**config.mk**
```make
export PLATFORM = sky130hd
export DESIGN_NAME = sw_debounce_in_port_flat
export DESIGN_NICKNAME = d
export VERILOG_FILES = /design/src/rtl/sw_debounce_in_port_pkg.sv /design/src/rtl/sw_debounce_in_port_if.sv /design/src/rtl/sw_debounce_in_port_in_bit_debounce.sv /design/src/rtl/sw_debounce_in_port.sv /design/src/flat_wrapper.sv
export SDC_FILE = /design/constraint.sdc
export NUM_CORES = 1
export LEC_CHECK = 0
export ABC_AREA = 1
export ABC_CLOCK_PERIOD_IN_PS = 1700
export BUFFER_PORTS_ARGS = -buffer_cell sky130_fd_sc_hd__buf_4
export CORE_UTILIZATION = 60
export CTS_CLUSTER_DIAMETER = 80
export CTS_CLUSTER_SIZE = 30
export DETAILED_ROUTE_END_ITERATION = 7
export GPL_TIMING_DRIVEN = 0
export MAX_ROUTING_LAYER = met4
export PLACE_DENSITY = 0.87
export SKIP_CTS_REPAIR_TIMING = 1
export SLEW_MARGIN = 0
export SYNTH_ARGS = -nofsm -noshare
export SYNTH_HDL_FRONTEND = slang
export SYNTH_SLANG_ARGS = --single-unit
```
**constraint.sdc**
```tcl
create_clock -name sys_clk_in -period 1.7 [get_ports sys_clk_in]
set_input_delay 0.085 -clock sys_clk_in [delete_from_list [all_inputs] [get_ports sys_clk_in]]
set_output_delay 0.085 -clock sys_clk_in [all_outputs]
set_load 0.1 [all_outputs]
```
**src/rtl/sw_debounce_in_port_pkg.sv**
```systemverilog
// Shared I/O constants and the helper that converts a debounce time into clock cycles.
package sw_debounce_in_port_pkg;

    localparam int unsigned IO_PORT_W   = 32;
    localparam int unsigned SYS_CLK_HZ  = 100_000_000;
    localparam int unsigned DEBOUNCE_MS = 10;

    // Cycles needed to cover 'ms' milliseconds at 'clk_hz'.
    function automatic int unsigned debounce_cycles(input int unsigned clk_hz,
                                                    input int unsigned ms);
        return (clk_hz / 32'd1000) * ms;
    endfunction

endpackage

```
**src/rtl/sw_debounce_in_port_if.sv**
```systemverilog
// CPU-facing input port bundle: raw pins and read-ack in, debounced port and change flags out.
interface sw_debounce_in_port_if #(
    parameter int unsigned WIDTH = 5
);
    import sw_debounce_in_port_pkg::*;

    logic [WIDTH-1:0]     raw_pin;
    logic                 rd_ack;
    logic [IO_PORT_W-1:0] in_port;
    logic                 change_pulse;
    logic                 changed;

    modport master (
        output raw_pin, rd_ack,
        input  in_port, change_pulse, changed
    );

    modport slave (
        input  raw_pin, rd_ack,
        output in_port, change_pulse, changed
    );
endinterface

```
**src/rtl/sw_debounce_in_port_in_bit_debounce.sv**
```systemverilog
// One input bit: synchronizer chain followed by a hold-time counter debouncer.
module in_bit_debounce
    import sw_debounce_in_port_pkg::*;
#(
    parameter int unsigned SYNC_STAGES     = 2,
    parameter int unsigned DEBOUNCE_CYCLES = debounce_cycles(SYS_CLK_HZ, DEBOUNCE_MS),
    parameter int unsigned CNT_W           = 20
) (
    input  logic clk,
    input  logic rst_n,
    input  logic raw,
    output logic level,
    output logic toggled
);
    localparam logic [CNT_W-1:0] CNT_LAST = CNT_W'(DEBOUNCE_CYCLES - 1);

    logic [SYNC_STAGES-1:0] sync_q;
    logic [CNT_W-1:0]       cnt_q, cnt_d;
    logic                   level_q, level_d;
    logic                   toggled_q, toggled_d;
    logic                   sync;

    // Only the last synchronizer stage is safe to observe.
    assign sync = sync_q[SYNC_STAGES-1];

    // Next-state: count while the synced level differs, accept on the final count, restart otherwise.
    always_comb begin
        cnt_d     = '0;
        level_d   = level_q;
        toggled_d = 1'b0;
        if (sync != level_q) begin
            if (cnt_q == CNT_LAST) begin
                level_d   = sync;
                toggled_d = 1'b1;
            end else begin
                cnt_d = cnt_q + 1'b1;
            end
        end
    end

    // Synchronizer shift, debounce counter and accepted level; reset discards any progress.
    always_ff @(posedge clk or negedge rst_n) begin
        if (!rst_n) begin
            sync_q    <= '0;
            cnt_q     <= '0;
            level_q   <= 1'b0;
            toggled_q <= 1'b0;
        end else begin
            sync_q    <= {sync_q[SYNC_STAGES-2:0], raw};
            cnt_q     <= cnt_d;
            level_q   <= level_d;
            toggled_q <= toggled_d;
        end
    end

    assign level   = level_q;
    assign toggled = toggled_q;
endmodule

```
**src/rtl/sw_debounce_in_port.sv**
```systemverilog
// Debounced switch input port: WIDTH independent bit debouncers, zero-extended to the CPU port,
// with a one-cycle change pulse and a sticky changed flag cleared by a read acknowledge.
module sw_debounce_in_port
    import sw_debounce_in_port_pkg::*;
#(
    parameter int unsigned WIDTH           = 5,
    parameter int unsigned SYNC_STAGES     = 2,
    parameter int unsigned DEBOUNCE_CYCLES = debounce_cycles(SYS_CLK_HZ, DEBOUNCE_MS),
    parameter int unsigned CNT_W           = 20
) (
    input  logic                  sys_clk_in,
    input  logic                  sys_rst_n,
    sw_debounce_in_port_if.slave  bus
);
    logic [WIDTH-1:0] level;
    logic [WIDTH-1:0] toggled;
    logic             any_toggle;
    logic             change_pulse_q, change_pulse_d;
    logic             changed_q, changed_d;

    for (genvar b = 0; b < WIDTH; b++) begin : g_bit
        in_bit_debounce #(
            .SYNC_STAGES    (SYNC_STAGES),
            .DEBOUNCE_CYCLES(DEBOUNCE_CYCLES),
            .CNT_W          (CNT_W)
        ) u_bit (
            .clk    (sys_clk_in),
            .rst_n  (sys_rst_n),
            .raw    (bus.raw_pin[b]),
            .level  (level[b]),
            .toggled(toggled[b])
        );
    end

    // Bits accepted on the same edge collapse into a single event.
    assign any_toggle = |toggled;

    // A new event outranks a coincident read ack so no change is lost.
    always_comb begin
        change_pulse_d = any_toggle;
        changed_d      = changed_q;
        if (any_toggle)
            changed_d = 1'b1;
        else if (bus.rd_ack)
            changed_d = 1'b0;
    end

    // Event flags are registered so both outputs come straight from flops.
    always_ff @(posedge sys_clk_in or negedge sys_rst_n) begin
        if (!sys_rst_n) begin
            change_pulse_q <= 1'b0;
            changed_q      <= 1'b0;
        end else begin
            change_pulse_q <= change_pulse_d;
            changed_q      <= changed_d;
        end
    end

    // Level bits are flop outputs; the upper port bits are tied low.
    assign bus.in_port      = IO_PORT_W'(level);
    assign bus.change_pulse = change_pulse_q;
    assign bus.changed      = changed_q;
endmodule

```
**src/flat_wrapper.sv**
```systemverilog
// flat-port wrapper written by rule: the top's interface ports become plain ports
module sw_debounce_in_port_flat import sw_debounce_in_port_pkg::*;
#(
    parameter int unsigned WIDTH           = 5,
    parameter int unsigned SYNC_STAGES     = 2,
    parameter int unsigned DEBOUNCE_CYCLES = debounce_cycles(SYS_CLK_HZ, DEBOUNCE_MS),
    parameter int unsigned CNT_W           = 20
)
  (sys_clk_in, sys_rst_n, bus_raw_pin, bus_rd_ack, bus_in_port, bus_change_pulse, bus_changed);
  sw_debounce_in_port_if #(.WIDTH(WIDTH)) bus_i ();
  input  logic sys_clk_in;
  input  logic sys_rst_n;
  input wire logic [$bits(bus_i.raw_pin)-1:0] bus_raw_pin;
  input wire logic [$bits(bus_i.rd_ack)-1:0] bus_rd_ack;
  output wire logic [$bits(bus_i.in_port)-1:0] bus_in_port;
  output wire logic [$bits(bus_i.change_pulse)-1:0] bus_change_pulse;
  output wire logic [$bits(bus_i.changed)-1:0] bus_changed;
  assign bus_i.raw_pin = bus_raw_pin;
  assign bus_i.rd_ack = bus_rd_ack;
  assign bus_in_port = bus_i.in_port;
  assign bus_change_pulse = bus_i.change_pulse;
  assign bus_changed = bus_i.changed;
  sw_debounce_in_port #(.WIDTH(WIDTH), .SYNC_STAGES(SYNC_STAGES), .DEBOUNCE_CYCLES(DEBOUNCE_CYCLES), .CNT_W(CNT_W)) u_core (.sys_clk_in(sys_clk_in), .sys_rst_n(sys_rst_n), .bus(bus_i));
endmodule
```
==> run summary <==
Post-synthesis simple-gate area fraction: 0.3596
Clock sink count: 122
Cell taking the most area after synthesis: dfrtp_1
Switching share of power: 0.2397
H-tree levels: 4
Max_slew headroom: 0.5880
Crit path DAT: 1.92 ns
Grt ovf: 0
Worst setup slack after layout: 0.08187 ns
Die area: 0.01171 sq mm
Synth warnings: 0
Final slew viol count: 0
Chip width: 108.2 um
Int Power: 5.540 mW
GP Congestion: 0.9299
Worst setup path category: flop to flop
Clock share of power: 0.517
Vias/cell: 5.203
Crit share post-route: 0.9518
Largest family of logic cells by synthesized area: simple AND/OR/NAND/NOR gates
Req. time, crit path: 2.00 ns
Footprint of the multi-input gates: 0.003289 sq mm
Final setup violation count: 0
Vias post-DR: 5,505
Core area: 0.01094 sq mm
Logic gate share of total power: 0.074
Minimum clock period: 1.618 ns
Share of cells above drive strength 1: 0.1808
Setup crit start kind: flop
Adder-Cell Fraction of Synth Area: 0.009244
Xor and xnor area share after synthesis: 0.06304
Area Growth Syn to Fin: 16.55%
DRT Pass-1 Iters: 5
Mux cell area share after synthesis: 0
Hold WC Path Type: input pin to asynchronous set/reset pin
Iter 0 DRT Violations: 379
Leak pwr: 3.526 nW
Clock skew: 0.005462 ns
Global-route wire length before repair: 24.68 mm
Wirelength per Cell: 13.49 um
Part of the power in registers: 0.409
Clk_lat worst skew: 0.42 ns
Gate Count Post-Synth: 840
Row Count: 38
Synth area leaders: dfrtp_1 45%, nor2_1 11%, nand2_1 7.4%
Worst-path maximum fanout: 3
Status: complete, no violations
Largest net degree at the start of global routing: 69
Antenna violations before repair: 0
DP HPWL: 9.569 mm
#FFs+latches synth: 122
Vias in the first global route: 5,308
CTS tree: yes
Port bufs: 14
Share of the synthesized area in the top cell type: 0.4511
Synth Area in Compound Gates: 0.03531
Worst slew pin tran: 0.6180 ns
Setup WS pre-CTS: 0.1055 ns
CTS buffer count: 17
Fmax: 0.6180 GHz
Die height: 108.2 um
RSZ-0062 raised after global routing: false
Netlist Area Pre-Place: 0.006768 sq mm
Synthesized area per cell: 8.057 sq um
Worst Setup End Kind: flop
Residual DRC: 0
Power Density: 923.7 mW/mm^2
Reg clk slew, reported paths: 0.06 ns
Library cells used by synthesis: 35
Final Hold Vio Count: 0
Clk root buf: clkbuf_16
Num ports: 42
Max-cap violations: 0
CTS Buffer Depth: 2
Sequential fraction of the synthesis area: 0.4511
Post-Route WL: 14.27 mm
Ant diodes: 0
Initial cell density of the core: 0.6189
Post-route ant nets: 0
Tot GR Track Use: 0.2845
FF+latch area: 0.003053 sq mm
Final net count: 920
Filler cells: 822
Total net switching power: 1.746 mW
Worst vdd ir: 1.186 mV
Fin Setup TNS: 0 ns
==> power groups by stage <==
stage                     registers, mW  clock network, mW  logic, mW
after floorplan                    3.02                  0      0.412
after global placement             3.02                  0      0.503
after detailed placement           3.03                  0      0.519
after CTS                          2.98               3.83      0.525
after global routing               2.98               3.97      0.581
final                              2.98               3.77      0.537
==> layer usage <==
layer	vias to the layer above	GRT usage	routed length [um]
met2	137	0.4645	7268
met3	15	0.08318	596
li1	2721	-	-
met4	0	0.08611	148
met5	-	-	0
met1	2632	0.3408	6256
==> worst paths after layout <==
path	slack, ns	start	cells past startpoint	end
worst min-delay path	0.24	sys_rst_n	2	u_core.g_bit[3].u_bit.cnt_q[10]
worst max-delay path	0.08	u_core.g_bit[0].u_bit.cnt_q[1]	6	u_core.g_bit[0].u_bit.cnt_q[17]
worst max register to register	0.08	u_core.g_bit[0].u_bit.cnt_q[1]	6	u_core.g_bit[0].u_bit.cnt_q[17]
min in group sys_clk_in	0.31	bus_raw_pin[2]	2	u_core.g_bit[2].u_bit.sync_q[0]
worst min register to register	0.35	u_core.g_bit[4].u_bit.sync_q[0]	0	u_core.g_bit[4].u_bit.sync_q[1]
max in group asynchronous	0.79	sys_rst_n	3	u_core.g_bit[4].u_bit.cnt_q[16]
==> per-stage QoR <==
step                      instance area, sq um  hold slack (ns)  cells    util  total power [mW]
after floorplan                           6865          -0.2106    866       -             3.433
after global placement                    7146           0.1947   1020  0.6534             3.527
after detailed placement                  7177           0.1265   1021  0.6563             3.547
after CTS                                 7791          -0.3227   1051  0.7125             7.328
after global routing                      7888           0.2975   1058  0.7213             7.530
final                                     7888           0.2355   1058  0.7213             7.286
==> cell usage in the layout (no fill, tap or decap), types with 15 or more instances in the layout <==
cell and n:
nand3_1 68, dfrtp_1 122, xor2_1 31, nor2_1 190, inv_1 75, a21oi_1 15, nand2_1 133, nand2_2 19
nor2_2 31, conb_1 27, buf_4 45, clkbuf_16 17
==> synthesized netlist by cell type <==
library cell,instances
ha_1,5
nand4_1,14
nor2_1,191
nand2_2,20
dfrtp_1,122
nor3_2,2
a31oi_1,1
a21oi_2,2
o21bai_1,8
nor2_2,30
xor2_1,31
or2_2,1
xnor2_1,14
nor2_8,2
nand2_8,1
clkinv_1,1
xnor2_2,2
nor3_1,14
nand3b_1,3
nand2_1,134
nor3b_1,3
nand3_2,9
nand2_4,3
nor2_4,12
o21ai_1,6
clkbuf_1,2
conb_1,1
buf_2,1
inv_2,3
inv_1,75
nand3_1,68
and2_1,2
a21oi_1,15
o21ai_0,10
buf_4,32
==> cells by family (layout without fill, tap and decap cells) <==
logic type	count (synthesis)	count (layout)
buffers and inverters	114	166
and+or+nand+nor	509	509
adders and majority gates	5	5
AOI/OAI and AO/OA	42	42
DFF	122	122
xor gates and xnor gates	47	47
other	1	27
==> worst max-delay path: stages (launching register included) <==
cell and delay, ns:
dfrtp_1 0.39, ha_1 0.23, nand3_2 0.15, nor2_1 0.27
nand3_1 0.24, nand3_1 0.16, nor2_1 0.06
==> state kept, by name, summed over array words and instances (netlist names) <==
register                    flops
u_core.bus.changed              1
u_core.g_bit.u_bit.toggled      5
u_core.bus.change_pulse         1
u_core.g_bit.u_bit.cnt_q      100
u_core.g_bit.u_bit.level        5
u_core.g_bit.u_bit.sync_q      10
==> layout make-up <==
class / count / share of cell area
repair buffers: 22 / 0.02617
clock buffers: 19 / 0.05615
plain buffers: 35 / 0.03204
multi-input cells: 630 / 0.4170
inverters: 79 / 0.03760
flip-flops and latches: 122 / 0.3871
well taps: 140 / 0.02221
clock inverters: 11 / 0.02173
No activity file was read; power rests on OpenSTA's default activity.
